`src/rtl/alu_multicycle.sv`:
```
// Handshaked multi-cycle ALU: one-cycle simple ops plus optional iterative unsigned mul/div.
// Define ALU_MULDIV_EN to compile in the BUSY state and the shift-add / shift-subtract datapath.
module alu_multicycle #(
    parameter int unsigned WIDTH = 32
) (
    input  logic             clk,
    input  logic             rst_n,
    input  logic             in_valid,
    output logic             in_ready,
    input  logic [WIDTH-1:0] SrcA,
    input  logic [WIDTH-1:0] SrcB,
    input  logic [3:0]       ALUControl,
    output logic             out_valid,
    input  logic             out_ready,
    output logic [WIDTH-1:0] ALUResult,
    output logic             Zero,
    output logic             sign_flag,
    output logic             carry_flag,
    output logic             overflow_flag
);
    localparam int unsigned SHW = $clog2(WIDTH);

    typedef enum logic [1:0] {S_IDLE, S_BUSY, S_DONE} state_e;

    state_e           state_q, state_d;
    logic             out_valid_q, out_valid_d;
    logic [WIDTH-1:0] res_q, res_d;
    logic             zero_q, zero_d, sign_q, sign_d, carry_q, carry_d, ovf_q, ovf_d;

    logic             accept;
    logic [SHW-1:0]   shamt;
    logic [WIDTH:0]   add_w, sub_w;
    logic [WIDTH-1:0] s_res;
    logic             s_carry, s_ovf;

    assign in_ready = (state_q == S_IDLE) || ((state_q == S_DONE) && out_ready);
    assign accept   = in_valid && in_ready;
    assign shamt    = SrcB[SHW-1:0];
    assign add_w    = {1'b0, SrcA} + {1'b0, SrcB};
    assign sub_w    = {1'b0, SrcA} - {1'b0, SrcB};

    // Single-cycle ops; anything not listed (including mul/div when compiled out) yields 0.
    always_comb begin
        s_res   = '0;
        s_carry = 1'b0;
        s_ovf   = 1'b0;
        case (ALUControl)
            4'b0000: begin
                s_res   = add_w[WIDTH-1:0];
                s_carry = add_w[WIDTH];
                s_ovf   = (SrcA[WIDTH-1] == SrcB[WIDTH-1]) && (add_w[WIDTH-1] != SrcA[WIDTH-1]);
            end
            4'b0001: s_res = SrcA << shamt;
            4'b0010: begin
                s_res   = sub_w[WIDTH-1:0];
                s_carry = ~sub_w[WIDTH];
                s_ovf   = (SrcA[WIDTH-1] != SrcB[WIDTH-1]) && (sub_w[WIDTH-1] != SrcA[WIDTH-1]);
            end
            4'b0011: s_res = WIDTH'($signed(SrcA) < $signed(SrcB));
            4'b0100: s_res = SrcA ^ SrcB;
            4'b0101: s_res = SrcA >> shamt;
            4'b0110: s_res = SrcA | SrcB;
            4'b0111: s_res = SrcA & SrcB;
            4'b1101: s_res = WIDTH'($signed(SrcA) >>> shamt);
            default: s_res = '0;
        endcase
    end

`ifdef ALU_MULDIV_EN
    logic [SHW-1:0]   cnt_q, cnt_d;
    logic [WIDTH-1:0] acc_q, acc_d, lo_q, lo_d, opd_q, opd_d;
    logic [1:0]       mop_q, mop_d;
    logic [WIDTH:0]   mul_sum, div_rem;
    logic             div_ge, is_md;
    logic [WIDTH-1:0] step_acc, step_lo, md_res;

    assign is_md = (ALUControl[3:2] == 2'b10);

    // One iteration: acc holds product-high / partial remainder, lo holds product-low / quotient.
    // A zero divisor always "subtracts", giving all-ones quotient and the dividend as remainder.
    always_comb begin
        mul_sum = {1'b0, acc_q} + (lo_q[0] ? {1'b0, opd_q} : '0);
        div_rem = {acc_q, lo_q[WIDTH-1]};
        div_ge  = (div_rem >= {1'b0, opd_q});
        if (mop_q[1]) begin
            step_acc = div_ge ? WIDTH'(div_rem - {1'b0, opd_q}) : div_rem[WIDTH-1:0];
            step_lo  = {lo_q[WIDTH-2:0], div_ge};
        end else begin
            step_acc = mul_sum[WIDTH:1];
            step_lo  = {mul_sum[0], lo_q[WIDTH-1:1]};
        end
    end

    assign md_res = mop_q[0] ? step_acc : step_lo;
`endif

    // Next-state and output-register logic.
    always_comb begin
        state_d     = state_q;
        out_valid_d = out_valid_q;
        res_d       = res_q;
        zero_d      = zero_q;
        sign_d      = sign_q;
        carry_d     = carry_q;
        ovf_d       = ovf_q;
`ifdef ALU_MULDIV_EN
        cnt_d = cnt_q;
        acc_d = acc_q;
        lo_d  = lo_q;
        opd_d = opd_q;
        mop_d = mop_q;
`endif
        case (state_q)
            S_BUSY: begin
`ifdef ALU_MULDIV_EN
                acc_d = step_acc;
                lo_d  = step_lo;
                cnt_d = cnt_q + SHW'(1);
                if (cnt_q == SHW'(WIDTH - 1)) begin
                    state_d     = S_DONE;
                    out_valid_d = 1'b1;
                    res_d       = md_res;
                    zero_d      = (md_res == '0);
                    sign_d      = md_res[WIDTH-1];
                    carry_d     = 1'b0;
                    ovf_d       = 1'b0;
                    cnt_d       = '0;
                end
`else
                state_d = S_IDLE;
`endif
            end
            default: begin
                if ((state_q == S_DONE) && out_ready) begin
                    state_d     = S_IDLE;
                    out_valid_d = 1'b0;
                end
                if (accept) begin
`ifdef ALU_MULDIV_EN
                    if (is_md) begin
                        state_d     = S_BUSY;
                        out_valid_d = 1'b0;
                        cnt_d       = '0;
                        mop_d       = ALUControl[1:0];
                        acc_d       = '0;
                        lo_d        = ALUControl[1] ? SrcA : SrcB;
                        opd_d       = ALUControl[1] ? SrcB : SrcA;
                    end else
`endif
                    begin
                        state_d     = S_DONE;
                        out_valid_d = 1'b1;
                        res_d       = s_res;
                        zero_d      = (s_res == '0);
                        sign_d      = s_res[WIDTH-1];
                        carry_d     = s_carry;
                        ovf_d       = s_ovf;
                    end
                end
            end
        endcase
    end

    always_ff @(posedge clk or negedge rst_n) begin
        if (!rst_n) begin
            state_q     <= S_IDLE;
            out_valid_q <= 1'b0;
            res_q       <= '0;
            zero_q      <= 1'b0;
            sign_q      <= 1'b0;
            carry_q     <= 1'b0;
            ovf_q       <= 1'b0;
`ifdef ALU_MULDIV_EN
            cnt_q <= '0;
            acc_q <= '0;
            lo_q  <= '0;
            opd_q <= '0;
            mop_q <= '0;
`endif
        end else begin
            state_q     <= state_d;
            out_valid_q <= out_valid_d;
            res_q       <= res_d;
            zero_q      <= zero_d;
            sign_q      <= sign_d;
            carry_q     <= carry_d;
            ovf_q       <= ovf_d;
`ifdef ALU_MULDIV_EN
            cnt_q <= cnt_d;
            acc_q <= acc_d;
            lo_q  <= lo_d;
            opd_q <= opd_d;
            mop_q <= mop_d;
`endif
        end
    end

    assign out_valid     = out_valid_q;
    assign ALUResult     = res_q;
    assign Zero          = zero_q;
    assign sign_flag     = sign_q;
    assign carry_flag    = carry_q;
    assign overflow_flag = ovf_q;
endmodule
```
`config.mk`:
```
export PLATFORM = sky130hd
export DESIGN_NAME = alu_multicycle
export DESIGN_NICKNAME = d
export VERILOG_FILES = /design/src/rtl/alu_multicycle.sv
export SDC_FILE = /design/constraint.sdc
export NUM_CORES = 1
export LEC_CHECK = 0
export ABC_AREA = 1
export BUFFER_PORTS_ARGS = -buffer_cell sky130_fd_sc_hd__buf_2
export CORE_MARGIN = 2
export CORE_UTILIZATION = 50
export CTS_CLUSTER_DIAMETER = 40
export DETAILED_ROUTE_END_ITERATION = 12
export PLACE_DENSITY_LB_ADDON = 0.25
export SYNTH_ARGS = -nofsm -noshare
export SYNTH_HDL_FRONTEND = slang
export SYNTH_SLANG_ARGS = --single-unit
```
`constraint.sdc`:
```
create_clock -name clk -period 1.35 [get_ports clk]
set_clock_uncertainty 0.1 [all_clocks]
set_input_delay 0.27 -clock clk [delete_from_list [all_inputs] [get_ports clk]]
set_output_delay 0.27 -clock clk [all_outputs]
set_load 0.01 [all_outputs]
```
==> results.yml, run 1 <==
clock_network:
  cts_root_buf: "clkbuf_16"
  htreeDepth: 2
  cts_buffers: 5
  clockBufferDepth: 2
  clkSinkCount: 36
synthesis:
  yosysSeqAreaShare_pct: 7.99
  synth_top_cell_area_share_pct: 22.3
  ys.flop_type: "dfrtp_1"
  yosysUniqueCellTypes: 51
  synthesis.area_sq_um: 11300
  synth-edff-count: 0
  yosys_register_bits: 36
  syn-num-nets: 2331
  syn_area_per_cell_sq_um: 5.22
  synthTopCellsByArea: "nand2_1, nand3_1, ha_1"
  yosysWarnings: 0
  ys_async_sr_fraction_pct: 100
  synth_largest_area_cell: "nand2_1"
  netlist_instances: 2160
status:
  stop_error: "[ERROR GRT-0232] Routing congestion too high. Check the congestion heatmap in the GUI."
  status: "did not finish"
  haltStage: "global routing (5_1_grt)"
global_routing:
  grt_use_total_pct: 86.4
  grt_max_degree: 73
  grt_overflow: 283
placed_design:
  pre_cts_ws_ns: -1.88
  gp_congestion: 1.14
  port_buffers: 109
  dpl.hpwl_um: 47700
die:
  die_y_um: 154
  die_w_um: 154
  io_pins: 110
  initial_core_util_pct: 51.3
  fp-row-count: 54
==> Yosys cell counts (7+ instances only) <==
master and instances:
a21oi_1 98, and2_1 12, buf_1 8, buf_2 55, buf_4 10, buf_6 12
clkbuf_1 20, dfrtp_1 36, ha_1 97, inv_1 220, inv_2 8, nand2_1 671
nand2_2 19, nand3_1 474, nand4_1 37, nor2_1 203, nor2_2 7, nor3_1 24
o211ai_1 14, o21ai_0 54, o21ai_1 12, o21bai_1 10, o22ai_1 12
==> metal layers <==
layer / GRT usage (%) / GRT overflow
met2: 98.4 / 178
met5: 53.0 / 0
met4: 83.5 / 86
met3: 76.6 / 12
met1: 86.5 / 7
==> metrics by stage <==
step | std cells | hold WS, ns | util [%] | instance area [sq um] | setup TNS [ns]
CTS | 2996 | 0.178 | 84.3 | 18500 | -24.05
detailed placement | 2922 | 0.249 | 70.3 | 15400 | -45.23
global placement | 2922 | 0.222 | 70.3 | 15400 | -44.06
floorplan | 2160 | -0.126 | - | 11500 | -26.00
==> timing repair <==
| action | CTS |
|---|---|
| resized for setup | 644 |
| endpoints found under the hold margin | 36 |
| hold buffers | 1 |
| gates cloned | 3 |
| pin swaps | 201 |
| buffers inserted | 73 |
| endpoints found under the setup margin | 35 |
==> logic make-up after synthesis <==
group / after synthesis / synth area share (%)
AND/OR/NAND/NOR: 1463 / 56.5
buffers and inverters: 336 / 13.0
AO/OA/AOI/OAI: 224 / 11.2
adder cells (fa/ha/maj): 99 / 11.1
flip-flops: 36 / 7.99
XOR/XNOR: 1 / 0.0777
multiplexers: 1 / 0.0888
==> run 2, diff against run 1 <==
Settings changed: CORE_UTILIZATION 50 to 35, CTS_CLUSTER_DIAMETER 40 to not set, PLACE_DENSITY_LB_ADDON 0.25 to 0.15.
Clock period 1.35 ns to 1.8 ns, I/O delays scaled along.
==> results.yml, run 2 <==
sta:
  drv_slew: 0
  fmax_mhz: 394
  tightest_slew_ns: 0.490
  setup_ws_ns: -0.739
  hold_ws_ns: 0.0222
  report.final.setup_viol: 35
  min_period_ns: 2.54
  maxSlewHeadroom_pct: 67.3
  grt_setup_unrepaired: "true"
  finalHoldViolCount: 0
  finalCritPeriodShare_pct: 141
critical_path:
  critPathSlowestCell: "nor3_4"
  r2r_end: "Zero"
  cp.required_ns: 1.93
  cp_common_cell: "nand3_1"
  start_kind: "input pin"
  cp_top_family: "simple AND/OR/NAND/NOR gates"
  endpoint_kind: "flip-flop"
  worstPathArrival_ns: 2.67
  timing.rr.start: "out_valid"
  r2r_cells: 9
  rrSetupSlack_ns: 0.33
  path_max_fanout: 7
  cp_num_buf_inv: 4
  crit_chain: "buf_12, buf_12, inv_16, buf_12, nand2_1, nand3_1, nand3_1, nand3_1, nand3_1, nand3_2, nor3_4, nand2_1, nor2_2, nand3_2, nor2_4, nand3_2, nand2_1"
  slowest_delay_ns: 0.29
  path_class: "input pin to flip-flop"
detailed_routing:
  drc: 0
  dr_total_vias: 17700
  firstDrtPassIters: 6
  ant_nets: 0
  drt_iter0_drc: 2066
  wirelength_um: 67400
  viasPerCell: 5.57
  wire_per_inst_um: 21.2
clock_network:
  clockBufferDepth: 2
  insertion_delay_ns: 0.28
  cts_tree: "done"
  htreeDepth: 2
  cts_root_buf: "clkbuf_16"
  cts_buffers: 5
  clkTransAtPathRegs_ns: 0.06
  holdBufCountCts: 0
  clkSinkCount: 36
final_layout:
  utilization_pct: 64.0
  fin_nets: 2945
  fill_cells: 2937
  antennaDiodeCount: 0
  mostFrequentLayoutCell: "buf_4"
  largest_reg_flops: 32
  drive_above_1_share_pct: 49.0
  finalNonFillerCells: 3177
  final_cell_mix: "buf_4, nand2_1, nand3_1, nand2_2, inv_1"
  area_delta_synth_final_pct: 79.7
power:
  vdd_ir_drop_max_mv: 0.445
  p_per_area_nw_per_um2: 422
  leakagePower_uw: 0.0103
synthesis:
  netlist_instances: 2160
  yosys_register_bits: 36
  synthesis.area_sq_um: 11300
  yosysMostFrequentCell: "nand2_1"
  yosysUniqueCellTypes: 51
  yosysSeqAreaShare_pct: 7.99
  yosysWarnings: 0
  syn_area_per_cell_sq_um: 5.22
  ys_async_sr_fraction_pct: 100
  ys.flop_type: "dfrtp_1"
  ys_top_cells_by_count: "nand2_1, nand3_1, inv_1"
  synth_largest_area_cell: "nand2_1"
  synth-edff-count: 0
  synthTopCellsByArea: "nand2_1, nand3_1, ha_1"
  syn-num-nets: 2331
  synth_top_cell_area_share_pct: 22.3
die:
  dieArea_sq_um: 33700
  core_sq_um: 31600
  io_pins: 110
  fp-row-count: 65
  die_y_um: 183
  initial_core_util_pct: 35.6
  die_w_um: 183
placed_design:
  gp_congestion: 1.05
  port_buffers: 109
  dpl.hpwl_um: 53000
  dp.cells: 3078
status:
  violations: "setup timing"
  status: "complete, but fails checks"
global_routing:
  grt_max_degree: 62
  grt_pass1_wl_um: 97700
  grt_overflow: 0
  grt_use_total_pct: 38.3
  antenna_found_initial: 0
  grt_pass1_vias: 16400
hold_path:
  min_path_type: "input pin to asynchronous set/reset pin"
flow_run:
  drv_cap: 0
## run 2: cell counts after synthesis
No cell type changed its count.
## run 2: repair_timing
action | CTS | global route
buffers inserted | 63 | 31
pin swaps | 130 | 169
gates resized for setup | 572 | 362
gates cloned | 6 | 1
setup endpoints to repair | 35 | 35
## run 2: cells by family (layout without fill, tap and decap cells)
group	after synthesis	count (layout)	share of synthesized area, %
AND/OR/NAND/NOR	1463	1463	56.5
buffers and inverters	336	951	13.0
AO/OA/AOI/OAI	224	224	11.2
adder cells (fa/ha/maj)	99	99	11.1
flip-flops	36	36	7.99
XOR/XNOR	1	1	0.0777
multiplexers	1	1	0.0888
## run 2: worst max-delay path by stage
stage                 to  startpoint  slack [ns]  depth (start not counted)
detailed placement  Zero     SrcB[1]       -1.50                         20
floorplan           Zero     SrcB[2]       -0.73                         23
CTS                 Zero     SrcA[0]       -0.69                         21
global route        Zero     SrcA[5]       -0.82                         22
finish              Zero     SrcB[0]       -0.74                         17
global placement    Zero     SrcB[1]       -1.48                         20
## run 2: layer usage
layer	wire [um]	track usage, %	vias up
met1	28100	51.9	8282
met4	4040	17.2	0
li1	-	-	8340
met2	29000	59.3	921
met3	6250	6.91	159
met5	0	0	-
## run 2: worst reg2reg max path: cells and delay by family (launching register included)
family	cells	cell delay, ns
AND/OR/NAND/NOR	9	0.93
flip-flops	1	0.38
## run 2: area by class of cell
type / count / area (sq um) / share of cell area [%]
Timing Repair Buffer: 713 / 5970 / 29.4
Inverter: 230 / 961 / 4.74
Clock inverter: 3 / 42.5 / 0.210
Tap cell: 402 / 503 / 2.48
Multi-Input combinational cell: 1788 / 11800 / 58.1
Sequential cell: 36 / 901 / 4.45
Clock buffer: 5 / 125 / 0.618
## run 2: report_power, final
| part | internal (uW) | switching, uW | total [uW] |
|---|---|---|---|
| logic | 2860 | 3670 | 6530 |
| clock network | 651 | 357 | 1010 |
| registers | 932 | 70.5 | 1000 |
## run 2: through the flow
| step | total power [uW] | setup WS (ns) | area, sq um | TNS [ns] |
|---|---|---|---|---|
| finish | 8540 | -0.739 | 20300 | -14.40 |
| global route | 9000 | -0.820 | 20300 | -17.34 |
| CTS | 7770 | -0.694 | 18700 | -12.70 |
| detailed placement | 5810 | -1.50 | 15900 | -32.98 |
| global placement | 5810 | -1.48 | 15900 | -32.44 |
| floorplan | 3400 | -0.728 | 11500 | -13.46 |
(Power assumes the default switching activity.)
==> run 3, diff against run 2 <==
Settings changed: ABC_AREA 1 to 0.
==> results.yml, run 3 <==
global_routing:
  antenna_found_initial: 1
  grt_max_degree: 38
  grt_pass1_wl_um: 103000
  grt_pass1_vias: 16000
  grt_use_total_pct: 41.8
  grt_overflow: 0
clock_network:
  insertion_delay_ns: 0.28
  cts_root_buf: "clkbuf_16"
  cts_buffers: 5
  clkSinkCount: 36
  clkTransAtPathRegs_ns: 0.06
  clockBufferDepth: 2
  holdBufCountCts: 0
  cts_tree: "done"
  htreeDepth: 2
power:
  switchingPower_uw: 4010
  vdd_ir_drop_max_mv: 0.358
  leakagePower_uw: 0.00932
  p_per_area_nw_per_um2: 442
  combPwrFrac_pct: 77.5
  p_sw_share_pct: 44.9
  finalPower_uw: 8910
  intPower_uw: 4910
  pwr-share-seq_pct: 11.5
  clkPwrFrac_pct: 11.0
sta:
  grt_setup_unrepaired: "true"
  min_period_ns: 3.55
  finalHoldViolCount: 0
  setup_ws_ns: -1.75
  fmax_mhz: 281
  tightest_slew_ns: 0.773
  drv_slew: 0
  report.final.setup_viol: 35
  maxSlewHeadroom_pct: 47.9
  finalCritPeriodShare_pct: 197
critical_path:
  timing.rr.start: "out_valid"
  endpoint_kind: "flip-flop"
  cp.required_ns: 1.89
  r2r_end: "Zero"
  worstPathArrival_ns: 3.65
  path_class: "input pin to flip-flop"
  path_max_fanout: 3
  start_kind: "input pin"
  rrSetupSlack_ns: -1.15
  r2r_cells: 13
final_layout:
  final_cell_mix: "buf_4, nand2_1, nor2_1, a21oi_1, buf_2"
  finalNonFillerCells: 2701
  mostFrequentLayoutCell: "buf_4"
  fin_nets: 2468
  largest_reg_flops: 32
  drive_above_1_share_pct: 53.5
  area_delta_synth_final_pct: 81.9
synthesis:
  netlist_instances: 1550
  synth_largest_area_cell: "ha_1"
  yosysSeqAreaShare_pct: 8.12
  yosysMostFrequentCell: "nor2_1"
  synthTopCellsByArea: "ha_1, dfrtp_1, mux4_2"
  ys.flop_type: "dfrtp_1"
  syn_area_per_cell_sq_um: 7.16
  yosysUniqueCellTypes: 88
  yosysWarnings: 0
  syn-num-nets: 1721
  synth-edff-count: 0
  ys_top_cells_by_count: "nor2_1, nand2_1, a21oi_1"
  synthesis.area_sq_um: 11100
  ys_async_sr_fraction_pct: 100
  synth_top_cell_area_share_pct: 10.9
  yosys_register_bits: 36
placed_design:
  gp_congestion: 1.12
  dpl.hpwl_um: 58100
  port_buffers: 109
  dp.cells: 2614
  pre_cts_ws_ns: -2.27
detailed_routing:
  firstDrtPassIters: 6
  wire_per_inst_um: 26.5
  viasPerCell: 6.11
  wirelength_um: 71600
  drt_iter0_drc: 1846
  drc: 0
  dr_total_vias: 16500
  ant_nets: 0
die:
  dieArea_sq_um: 33100
  core_sq_um: 31400
  die_w_um: 182
  die_y_um: 182
  initial_core_util_pct: 35.3
  fp-row-count: 65
  io_pins: 110
hold_path:
  min_path_type: "input pin to asynchronous set/reset pin"
flow_run:
  drv_cap: 0
status:
  violations: "setup timing"
  status: "complete, but fails checks"
-- run 3: how the worst max path moves through the flow --
| stage | from | end | slack (ns) |
|---|---|---|---|
| after global routing | SrcA[0] | Zero | -1.91 |
| after CTS | SrcA[0] | Zero | -1.82 |
| after floorplan | SrcB[1] | Zero | -1.84 |
| after global placement | SrcA[0] | Zero | -2.32 |
| final | SrcA[0] | Zero | -1.75 |
| after detailed placement | SrcA[0] | Zero | -2.27 |
-- run 3: cell families after synthesis --
kind of cell	after synthesis	share of synthesized area, %
multiplexers	131	16.4
AND/OR/NAND/NOR	522	22.8
buffers and inverters	221	8.12
AO/OA/AOI/OAI	522	31.8
adder cells (fa/ha/maj)	99	11.3
flip-flops	36	8.12
XOR/XNOR	19	1.50
-- run 3: repair_timing --
| item | 4_1_cts | 5_1_grt |
|---|---|---|
| endpoints found under the setup margin | 35 | 35 |
| setup buffers | 58 | 38 |
| cloned | 2 | 0 |
| resized for setup | 263 | 201 |
| pin swaps | 92 | 103 |
-- run 3: power by group through the flow --
stage               registers (uW)  logic (uW)  clock network, uW
detailed placement            1040        5570                  0
CTS                           1020        6190                997
global placement              1030        5550                  0
finish                        1020        6910                984
global route                  1040        7220               1030
floorplan                     1100        2500                  0
-- run 3: metrics by stage --
step	hold WS [ns]	utilization (%)	cell area (sq um)	TNS, ns
after CTS	0.0263	60.6	19000	-38.93
after detailed placement	0.324	55.0	17300	-57.78
after floorplan	-0.0356	-	11600	-37.64
after global placement	0.316	55.0	17300	-56.42
after global routing	0.0589	64.3	20200	-43.42
final	0.0112	64.3	20200	-41.26
-- run 3: critical path: stages --
cell,delay [ns]
buf_8,0.08
buf_6,0.09
ha_4,0.12
inv_2,0.03
fa_2,0.36
nor2b_4,0.17
o2111ai_4,0.22
buf_6,0.19
a211oi_4,0.25
buf_4,0.17
o21ai_4,0.08
a2111o_1,0.48
a31oi_1,0.18
o211ai_1,0.11
a21boi_4,0.16
nor4_2,0.25
nand4_1,0.13
o31ai_1,0.19
-- run 3: layer usage --
metal	vias to the layer above	wire [um]	global-route usage (%)
li1	7322	-	-
met1	7900	27900	52.7
met2	1024	32100	67.9
met3	260	7020	7.94
met4	0	4560	21.4
met5	-	0	0
-- run 3: final cells by class --
| type | count | area, sq um |
|---|---|---|
| flip-flops and latches | 36 | 901 |
| multi-input cells | 1293 | 11200 |
| well taps | 402 | 503 |
| diodes | 1 | 2.50 |
| inverters | 99 | 407 |
| clock buffers | 5 | 125 |
| clock inverters | 3 | 42.5 |
| repair buffers | 862 | 6970 |
| fillers | 2865 | 11200 |
==> run 4, diff against run 3 <==
Settings changed: CORE_MARGIN 2 to not set.
Clock period 1.8 ns to 3.5 ns, I/O delays scaled along.
==> results.yml, run 4 (synthesized netlist as in run 3, its figures left out) <==
final_layout:
  fin_area_sq_um: 18500
  area_delta_synth_final_pct: 67.1
  largest_reg_flops: 32
  fin_nets: 2409
  final_cell_mix: "buf_4, nor2_1, nand2_1, a21oi_1, buf_2"
  mostFrequentLayoutCell: "buf_4"
  drive_above_1_share_pct: 48.3
  finalNonFillerCells: 2635
  antennaDiodeCount: 0
critical_path:
  endpoint_kind: "flip-flop"
  path_max_fanout: 8
  path_class: "input pin to flip-flop"
  cp.required_ns: 3.60
  start_kind: "input pin"
  worstPathArrival_ns: 4.00
detailed_routing:
  firstDrtPassIters: 8
  wirelength_um: 69800
  drt_iter0_drc: 1779
  wire_per_inst_um: 26.5
  drc: 0
  ant_nets: 0
  viasPerCell: 6.07
  dr_total_vias: 16000
placed_design:
  gp_congestion: 1.08
  dp.cells: 2601
  port_buffers: 109
  pre_cts_ws_ns: -1.01
  dpl.hpwl_um: 57900
  placedInstanceArea_sq_um: 17000
global_routing:
  grt_pass1_vias: 15500
  antenna_found_initial: 2
  grt_use_total_pct: 41.9
  grt_max_degree: 37
  grt_overflow: 0
  grt_pass1_wl_um: 101000
power:
  clkPwrFrac_pct: 10.3
  switchingPower_uw: 1920
  p_sw_share_pct: 46.1
  vdd_ir_drop_max_mv: 0.207
  pwr-share-seq_pct: 12.6
  combPwrFrac_pct: 77.1
  intPower_uw: 2240
  leakagePower_uw: 0.00860
  p_per_area_nw_per_um2: 224
sta:
  min_period_ns: 3.91
  setup_ws_ns: -0.406
  report.final.setup_viol: 10
  tightest_slew_ns: 1.06
  fmax_mhz: 256
  maxSlewHeadroom_pct: 29.2
  grt_setup_unrepaired: "true"
  drv_slew: 0
  finalCritPeriodShare_pct: 112
  hold_ws_ns: 0.371
  finalHoldViolCount: 0
  tns_ns: -1.33
die:
  fp-row-count: 64
  die_y_um: 180
  dieArea_sq_um: 32400
  die_w_um: 180
  io_pins: 110
  core_sq_um: 30900
  initial_core_util_pct: 35.9
flow_run:
  drv_cap: 0
status:
  status: "complete, but fails checks"
  violations: "setup timing"
clock_network:
  insertion_delay_ns: 0.28
  cts_tree: "done"
  clkSinkCount: 36
  clockBufferDepth: 2
  cts_root_buf: "clkbuf_16"
  htreeDepth: 2
  cts_buffers: 5
  clkTransAtPathRegs_ns: 0.06
hold_path:
  min_path_type: "flip-flop to flip-flop"
run 4: path summary, 6_finish.rpt:
kind                               start            end  slack, ns  depth (start not counted)
max                              SrcB[0]           Zero      -0.41                         19
max reg2reg                    out_valid           Zero       0.09                         13
min in group asynchronous          rst_n   ALUResult[4]       0.40                          1
min reg2reg                ALUResult[24]  ALUResult[24]       0.37                          2
max in group asynchronous          rst_n  ALUResult[26]       2.41                          1
min                        ALUResult[24]  ALUResult[24]       0.37                          2
run 4: power groups by stage:
stage	logic (uW)	clock network (uW)	registers, uW
global route	3360	455	532
floorplan	1260	0	567
detailed placement	2830	0	530
global placement	2820	0	527
CTS	3000	438	523
finish	3200	430	522
run 4: cell type report:
cell class | instances | area, sq um
fillers | 2870 | 12400
multi-input cells | 1293 | 10500
repair buffers | 803 | 6110
flip-flops and latches | 36 | 901
well taps | 396 | 495
inverters | 99 | 404
clock buffers | 5 | 125
clock inverters | 3 | 18.8
run 4: worst max-delay path, stage by stage:
cell and delay, ns:
buf_12 0.13, buf_12 0.14, buf_4 0.14, buf_4 0.13, mux2_4 0.33, mux2i_1 0.14, buf_4 0.15, buf_4 0.11
a211o_1 0.16, o2111ai_2 0.17, a221oi_2 0.27, buf_4 0.19, nand4_1 0.11, nor4_2 0.26, buf_4 0.17, nand4_1 0.15
nor4_4 0.19, nand4_1 0.16, o31ai_2 0.19
run 4: metrics by stage:
| stage | util, % | power, uW |
|---|---|---|
| finish | 60.0 | 4150 |
| global route | 60.0 | 4340 |
| CTS | 58.3 | 3960 |
| detailed placement | 55.0 | 3360 |
| global placement | 55.0 | 3340 |
| floorplan | - | 1820 |
run 4: layer usage:
| metal | wire length [um] | global-route usage (%) | part of all wire [%] | vias to the layer above |
|---|---|---|---|---|
| met1 | 28400 | 54.2 | 41 | 7625 |
| met3 | 7080 | 8.99 | 10 | 195 |
| met2 | 30300 | 65.9 | 43 | 991 |
| met4 | 3960 | 20.6 | 5.7 | 2 |
| li1 | - | - | - | 7187 |
| met5 | 9 | 0 | 0.013 | - |
run 4: what timing repair did:
item	4_1_cts	5_1_grt
endpoints found under the setup margin	18	19
buffers inserted	19	11
hold buffers	0	0
gates resized for setup	153	98
gates cloned	1	0
pin swaps	41	38
